`config.mk`:
```
export PLATFORM = sky130hd
export DESIGN_NAME = alu_mul_sequencer
export DESIGN_NICKNAME = d
export VERILOG_FILES = /design/src/rtl/alu_mul_sequencer.sv
export SDC_FILE = /design/constraint.sdc
export NUM_CORES = 1
export LEC_CHECK = 0
export CORE_UTILIZATION = 48
export CTS_CLUSTER_SIZE = 10
export DETAILED_ROUTE_END_ITERATION = 16
export GPL_ROUTABILITY_DRIVEN = 0
export GPL_TIMING_DRIVEN = 0
export HOLD_SLACK_MARGIN = 0.12
export MAX_ROUTING_LAYER = met4
export PLACE_DENSITY = 0.9
export SLEW_MARGIN = 20
export SYNTH_ARGS = -nofsm -noshare
export SYNTH_HDL_FRONTEND = slang
export SYNTH_SLANG_ARGS = --single-unit
```
`constraint.sdc`:
```
create_clock -name clk -period 5.18 [get_ports clk]
set_clock_uncertainty 0.05 [all_clocks]
set_input_delay 1.036 -clock clk [delete_from_list [all_inputs] [get_ports clk]]
set_output_delay 1.036 -clock clk [all_outputs]
set_load 0.005 [all_outputs]
```
`src/rtl/alu_mul_sequencer.sv`:
```
// alu_mul_sequencer: lends a shared N-bit ALU to an iterative shift-add multiplier,
// passing the datapath straight through to the ALU whenever no multiply is running.
module alu_mul_sequencer #(
    parameter int N          = 32,
    parameter bit EARLY_EXIT = 1'b1
) (
    input  logic         clk,
    input  logic         rst_n,
    input  logic [N-1:0] dp_a,
    input  logic [N-1:0] dp_b,
    input  logic [3:0]   dp_op,
    output logic [N-1:0] dp_result,
    output logic         dp_grant,
    input  logic         start,
    input  logic [N-1:0] mul_a,
    input  logic [N-1:0] mul_b,
    output logic         busy,
    output logic         done,
    output logic [N-1:0] product,
    output logic [N-1:0] alu_a,
    output logic [N-1:0] alu_b,
    output logic [3:0]   alu_op,
    input  logic [N-1:0] alu_result
);
    localparam int CW = (N > 1) ? $clog2(N) : 1;
    typedef enum logic [1:0] {IDLE, COMPUTE, DONE} state_t;
    state_t        state;
    logic [N-1:0]  m, q, p;
    logic [CW-1:0] cnt;
    logic          last;
    assign last      = (cnt == CW'(N - 1)) || (EARLY_EXIT && ((q >> 1) == '0));
    assign dp_grant  = ~busy;
    assign alu_a     = busy ? p : dp_a;
    assign alu_b     = busy ? (q[0] ? m : '0) : dp_b;
    assign alu_op    = busy ? 4'b0010 : dp_op;
    assign dp_result = alu_result;
    always_ff @(posedge clk or negedge rst_n) begin
        if (!rst_n) begin
            state   <= IDLE;
            m       <= '0;
            q       <= '0;
            p       <= '0;
            cnt     <= '0;
            product <= '0;
            busy    <= 1'b0;
            done    <= 1'b0;
        end else begin
            case (state)
                IDLE: begin
                    if (start) begin
                        m     <= mul_a;
                        q     <= mul_b;
                        p     <= '0;
                        cnt   <= '0;
                        busy  <= 1'b1;
                        state <= COMPUTE;
                    end
                end
                COMPUTE: begin
                    p   <= alu_result;
                    m   <= m << 1;
                    q   <= q >> 1;
                    cnt <= cnt + 1'b1;
                    if (last) begin
                        product <= alu_result;
                        busy    <= 1'b0;
                        done    <= 1'b1;
                        state   <= DONE;
                    end
                end
                DONE: begin
                    done  <= 1'b0;
                    state <= IDLE;
                end
                default: begin
                    busy  <= 1'b0;
                    done  <= 1'b0;
                    state <= IDLE;
                end
            endcase
        end
    end
endmodule
```
# Word level (Yosys, flattened, before mapping)
# Index checks and enable logic that the tools add are counted.
[classes] n_addsub=1 multipliers=0 n_div=0 magnitude_cmp=0 eq_ne=5 shift=0 muxes=20 bitwise=3 reduce_logical=9
[ops] op="$mux 32" n=6
[ops] op="$pmux 32 s2" n=3
[ops] op="$logic_not 32->1" n=1
[ops] op="$pmux 5 s2" n=1
[ops] op="$reduce_and 2->1" n=4
[ops] op="$add 5x1->5 const B" n=1
[ops] op="$eq 5x5->1 const B" n=1
[ops] op="$mux 5" n=1
[ops] op="$mux 2" n=2
[ops] op="$mux 4" n=1
[ops] op="$ne 2x2->1 const B" n=2
[ops] op="$pmux 2 s2" n=1
[ops] op="$mux 1" n=3
[ops] op="$not 1->1" n=3
[ops] op="$pmux 1 s3" n=1
[ops] op="$reduce_and 3->1" n=1
[ops] op="$eq 2x1->1 const B" n=1
[ops] op="$eq 2x2->1 const B" n=1
[ops] op="$logic_not 2->1" n=1
[ops] op="$pmux 1 s2" n=1
[ops] op="$reduce_bool 2->1" n=1
[ops] op="$logic_or 1x1->1" n=1
[totals] reg_bits=137 latch_bits=0 ram_bits=0 mem_bits_ro=0 in_bits=167 elab_cells=46 mem_count=0

# Logic depth before layout (Yosys ltp)
[logic_depth] depth_word=4 depth_mapped=7 mapped_depth_nobuf=5

# Worst setup path before layout
# Ideal clock, no wire load.
[synth_timing] kind="input port to output port" from="in dp_op[1]" to="out alu_op[1]" t_arrival_ns=1.303 required_ns=4.094 slack_ns=2.791 path_stages=1 path_cell_list="or2_2"
[synth_between] elab_chain_len=1
[synth_lines] item="start, declared" line_no="11" rtl="input logic [3:0] dp_op,"
[synth_lines] item="$mux 4" line_no="35" rtl="assign alu_op = busy ? 4'b0010 : dp_op;"
[synth_lines] item="end, declared" line_no="22" rtl="output logic [3:0] alu_op,"
# Every way passes these cells.

# Worst setup path in the final report
[layout_timing] from="reg busy" to="out alu_a[27]"
[layout_between] elab_chain_len=1
[layout_lines] item="start, declared" line_no="17" rtl="output logic busy,"
[layout_lines] item="start signal, assigned" line_no="45" rtl="busy <= 1'b0;"
[layout_lines] item="start signal, assigned" line_no="55" rtl="busy <= 1'b1;"
[layout_lines] item="start signal, assigned" line_no="66" rtl="busy <= 1'b0;"
[layout_lines] item="$mux 32" line_no="33" rtl="assign alu_a = busy ? p : dp_a;"
[layout_lines] item="end, declared" line_no="20" rtl="output logic [N-1:0] alu_a,"
# Every way passes these cells.

==> flow_summary.ini <==
[placement]
port_buffers = 301
pre_cts_slack_ns = 1.75
placedCellCount = 1307
hpwl_mm = 18.6
placed_cell_area_um2 = 11000

[yosys]
synthArstFlopShare_pct = 100
synth.area.mux_share_pct = 4.70
synthDistinctLibCells = 36
yosysSeqAreaShare_pct = 44.8
syn_area_um2 = 7660
synth_fa_ha_area_share_pct = 0.327
synth_xor_area_share_pct = 0
syn_nets = 963
yosys_warnings = 0
synth.avg_cell_area_um2 = 9.65
synth_cells = 794
synth_ff_type = dfrtp_1
yosys.area_share.simple_pct = 11.2
synth-edff-count = 0
ys_ff_latch = 137
synth_compound_area_share_pct = 27.8
synth_top_family_by_area = compound AO/OA/AOI/OAI gates

[cells_and_area]
area_delta_synth_final_pct = 51.2
final_nets = 1284
layout_common_cells = clkdlybuf4s50_1 (300), dfrtp_1 (137), a22oi_1 (62), inv_1 (55), nand2_1 (53)
fillers = 1069
stdcell_count = 1339
post-route-util_pct = 75.3
fin_area_um2 = 11600
drive_gt1_share_pct = 15.2
final_common_cell = clkdlybuf4s50_1
diodes = 0

[setup_path]
cp-start-kind = register
critPathCaptureType = primary output
arrival_ns = 2.63
cp.required_ns = 4.09
path_class = reg2out
cp_max_fo = 10

[clock_network]
htreeDepth = 4
ctsRootBufferMaster = clkbuf_16
cts_sinks = 137
cts_buffer_depth = 2
clock_latency_ns = 0.42
cts_setup_buffers = 0
cts_tree = done
clkTransAtPathRegs_ns = 0.06
numCtsBuffers = 17
post_cts_resized = 0
cts_hold_buffers = 0

[global_routing]
antenna_found_initial = 0
grt_max_degree = 79
grt_pass1_wl_mm = 39.2
grt_usage_pct = 31.6
overflow = 0
grt_pass1_vias = 7620

[drt]
remaining_drc_errors = 0
met2_length_mm = 12.8
wirelength_mm = 25.5
drt-initial-drc-count = 675
dr.pass1.iters = 7
viasPerCell = 5.81
wl_met3_mm = 2.01
vias = 7786
wl_per_cell_um = 19.0
ant_nets = 0
wl_met1_mm = 10.0
dr.max_layer_used = met4

[timing]
fin_setup_tns_ns = 0
slew_viol_final = 0
fmax_mhz = 269
layout_min_cycle_time_ns = 3.71
period_share_pct = 71.7
worstMarginPinSlew_ns = 0.753
hold_viol = 0
final.setup.worst_slack_ns = 1.47
slew_headroom_pct = 49.8
finalSetupViolations = 0
rsz0062_at_grt = false
whs_ns = 0.445

[power_and_ir_drop]
peakVddDrop_mv = 0.252
power.density_nw_per_um2 = 451
power.total_mw = 5.23
p_leak_nw = 4.85

[die]
coreArea_um2 = 15400
io_pins = 302
dieArea_um2 = 16500
start_util_pct = 49.8
fp.dieH_um = 128
die_w_um = 128
rows = 45

[status]
status = completed

[flow_run]
cap_violations = 0

[hold_path]
hp-class = reg2reg
[power breakdown]
part | switching, mW | internal [mW]
Combinational | 1.01 | 1.21
Sequential | 0.314 | 1.45
Clock | 0.473 | 0.774
Total | 1.79 | 3.43
[metal layers]
layer | track usage (%) | vias to the layer above
li1 | - | 3533
met1 | 37.2 | 3784
met5 | - | -
met2 | 53.4 | 414
met4 | 12.4 | 0
met3 | 5.84 | 55
[cell usage after synthesis, drive strengths merged (7+ instances only)]
cell / instances / area [um2]
mux2: 32 / 360
nand3: 23 / 115
nor2: 34 / 128
a21oi: 14 / 70.1
buf: 75 / 510
inv: 57 / 214
o311ai: 32 / 498
nand4: 32 / 200
a31oi: 32 / 200
a22oi: 62 / 465
dfrtp: 137 / 3430
nor4: 7 / 43.8
nor2b: 18 / 113
a22o: 45 / 394
o21ai: 90 / 454
clkbuf: 36 / 135
nand2: 53 / 199
[layout make-up]
class	count	area (um2)	share of cell area, %
sequential	137	3430	29.6
multi-input combinational	489	3370	29.1
timing repair buffer	302	3050	26.3
buffer	111	646	5.58
clock buffer	23	498	4.30
tap	211	264	2.28
inverter	57	214	1.85
clock inverter	9	113	0.972
[final timing paths]
| kind | start | to | depth (start not counted) | slack [ns] |
|---|---|---|---|---|
| min reg2reg | cnt[2]$_DFFE_PN0P_ | cnt[2]$_DFFE_PN0P_ | 1 | 0.44 |
| min | cnt[2]$_DFFE_PN0P_ | cnt[2]$_DFFE_PN0P_ | 1 | 0.44 |
| max reg2reg | cnt[0]$_DFFE_PN0P_ | product[22]$_DFFE_PN0P_ | 7 | 2.86 |
| min in group asynchronous | rst_n | q[7]$_DFFE_PN0P_ | 1 | 0.49 |
| max | busy$_DFFE_PN0P_ | alu_a[27] | 4 | 1.47 |
| max in group asynchronous | rst_n | p[24]$_DFFE_PN0P_ | 2 | 3.86 |
[registers in the layout, summed over array words and instances (netlist names)]
signal and flops:
done 1, state 2, cnt 5, q 32
m 32, busy 1, p 32, product 32
[critical path, stage by stage, from the launching register on]
cell and delay [ns]:
dfrtp_1 0.37, clkbuf_1 0.57, buf_2 0.41, mux2_2 0.38
clkdlybuf4s50_1 0.47
[logic make-up after synthesis]
family | count (synthesis)
buffers and inverters | 168
adder cells (fa/ha/maj) | 2
multiplexers | 32
AND/OR/NAND/NOR | 176
flip-flops | 137
AO/OA/AOI/OAI | 279
Note: power is estimated with default switching activity, not from simulation.
==> variant, RTL diff (same settings) <==
The parameter `N` goes from 32 to 16.
--- a/src/rtl/alu_mul_sequencer.sv
+++ b/src/rtl/alu_mul_sequencer.sv
@@ -1,7 +1,7 @@
 // alu_mul_sequencer: lends a shared N-bit ALU to an iterative shift-add multiplier,
 // passing the datapath straight through to the ALU whenever no multiply is running.
 module alu_mul_sequencer #(
-    parameter int N          = 32,
+    parameter int N          = 16,
     parameter bit EARLY_EXIT = 1'b1
 ) (
     input  logic         clk,
Interface: changed (9 resized); port bits go from 302 to 158. No check against the original RTL was run, so the function may have changed too.
==> variant against the unedited design <==
  * Cell area decreased by 53%
  * Power decreased by 50%
  * Register-to-register slack improved by 0.30 ns
  * Routed wire length decreased by 61%
  * Core utilization increased by 0.48 points
  * Synthesized area decreased by 53%
  * Sequential cell count decreased by 65
  * Setup slack improved by 0.16 ns
  * Die area decreased by 52%
  * Critical path type unchanged
  * Critical endpoint is now alu_a[14]
==> variant: results <==
[placement]
pre_cts_ws_ns = 1.83
port_buffers = 156
hpwl_um = 7430
placedCellCount = 584
placed_area_um2 = 5300

[drt]
wl_per_cell_um = 16.7
first_pass_iters = 5
routed_via_density = 5.51
drt_iter0_markers = 241

[power_and_ir_drop]
p_leak_nw = 2.30
irDropWorstVdd_v = 0.000261

[synthesis]
synth_common_cells = "dfrtp_1 (72), o21ai_0 (37), a22o_1 (31), a22oi_1 (30), mux2_2 (24)"
ys_types = 29
ys_seq_area_frac = 0.501
yosysWarnings = 0
syn-num-nets = 416
syn_inst = 328
synth_area_leaders = "dfrtp_1 (50%), a22o_1 (7.5%), mux2_2 (7.5%)"

[clocking]
htreeDepth = 3
post_cts_resized = 0
clk_path_buf_depth = 2
clk_pin_slew_ns = 0.08
clkLatencyLatePin_ns = 0.34
ctsRootBufferMaster = "clkbuf_8"
numCtsBuffers = 9

[final_layout]
fin_cells = 600
drive_above_1_share = 0.164
fillerInstances = 494
nNetsFinal = 584

[worst_hold_path]
hold_path_end = "done"
hp-start = "done"

[worst_setup_path]
crit_path_max_incr_delay_ns = 0.48
r2r_start = "q[12]"
r2r_slack_ns = 3.16
reg2reg_depth = 5
cp.arrival_ns = 2.46
rr_endpoint = "product[7]"
cpMaxStageDelayCell = "clkdlybuf4s50_1"

[global_routing]
grt_max_degree = 40
grt_usage = 0.276
grt_pass1_vias = 3321
grt_pass1_wl_um = 15900

[timing]
slew_viol_final = 0
max_slew_margin = 0.633
whs_ns = 0.442

[status]
status = "finished clean"
-- variant: cell count changes in the layout (fill, tap and decap cells not counted), sizes merged, moves of 34 or more --
cell	before	now
dfrtp	137	72
inv	58	5
o21ai	90	38
nand2	53	19
buf	77	27
clkdlybuf4s50	300	155
-- variant: report_power, final --
group,leakage [nW],internal (mW),total [mW],switching (mW)
Sequential,0.898,0.799,0.984,0.184
Clock,0.0952,0.222,0.440,0.218
Combinational,1.30,0.718,1.20,0.484
-- variant: worst max path at each step --
stage,slack (ns),from,end,cells past startpoint
floorplan,2.79,dp_op[1],alu_op[1],1
global placement,0.66,rst_n,m[10],1
detailed placement,1.83,dp_b[2],alu_b[2],4
CTS,1.60,busy,alu_a[14],4
global route,1.49,busy,alu_a[14],4
finish,1.63,busy,alu_a[14],4
-- variant: layout make-up --
class | instances | area (µm²) | share of cell area
buffer | 43 | 248 | 0.0451
clock buffer | 9 | 124 | 0.0225
clock inverter | 7 | 72.6 | 0.0132
inverter | 5 | 18.8 | 0.00341
multi-input combinational | 208 | 1530 | 0.278
sequential | 72 | 1800 | 0.328
tap | 99 | 124 | 0.0225
timing repair buffer | 157 | 1580 | 0.287
-- variant: logic make-up after synthesis --
family / Yosys count / share of synthesized area
AOI/OAI and AO/OA: 121 / 0.231
adders and majority gates: 1 / 0.00348
buffers and inverters: 48 / 0.0740
DFF: 72 / 0.501
muxes: 32 / 0.108
and+or+nand+nor: 54 / 0.0824
-- variant: metal layers --
layer	vias up	routed length, µm	GRT usage
li1	1527	-	-
met1	1595	4080	0.346
met2	169	5120	0.453
met3	12	677	0.0466
met4	0	127	0.0953
met5	-	0	-
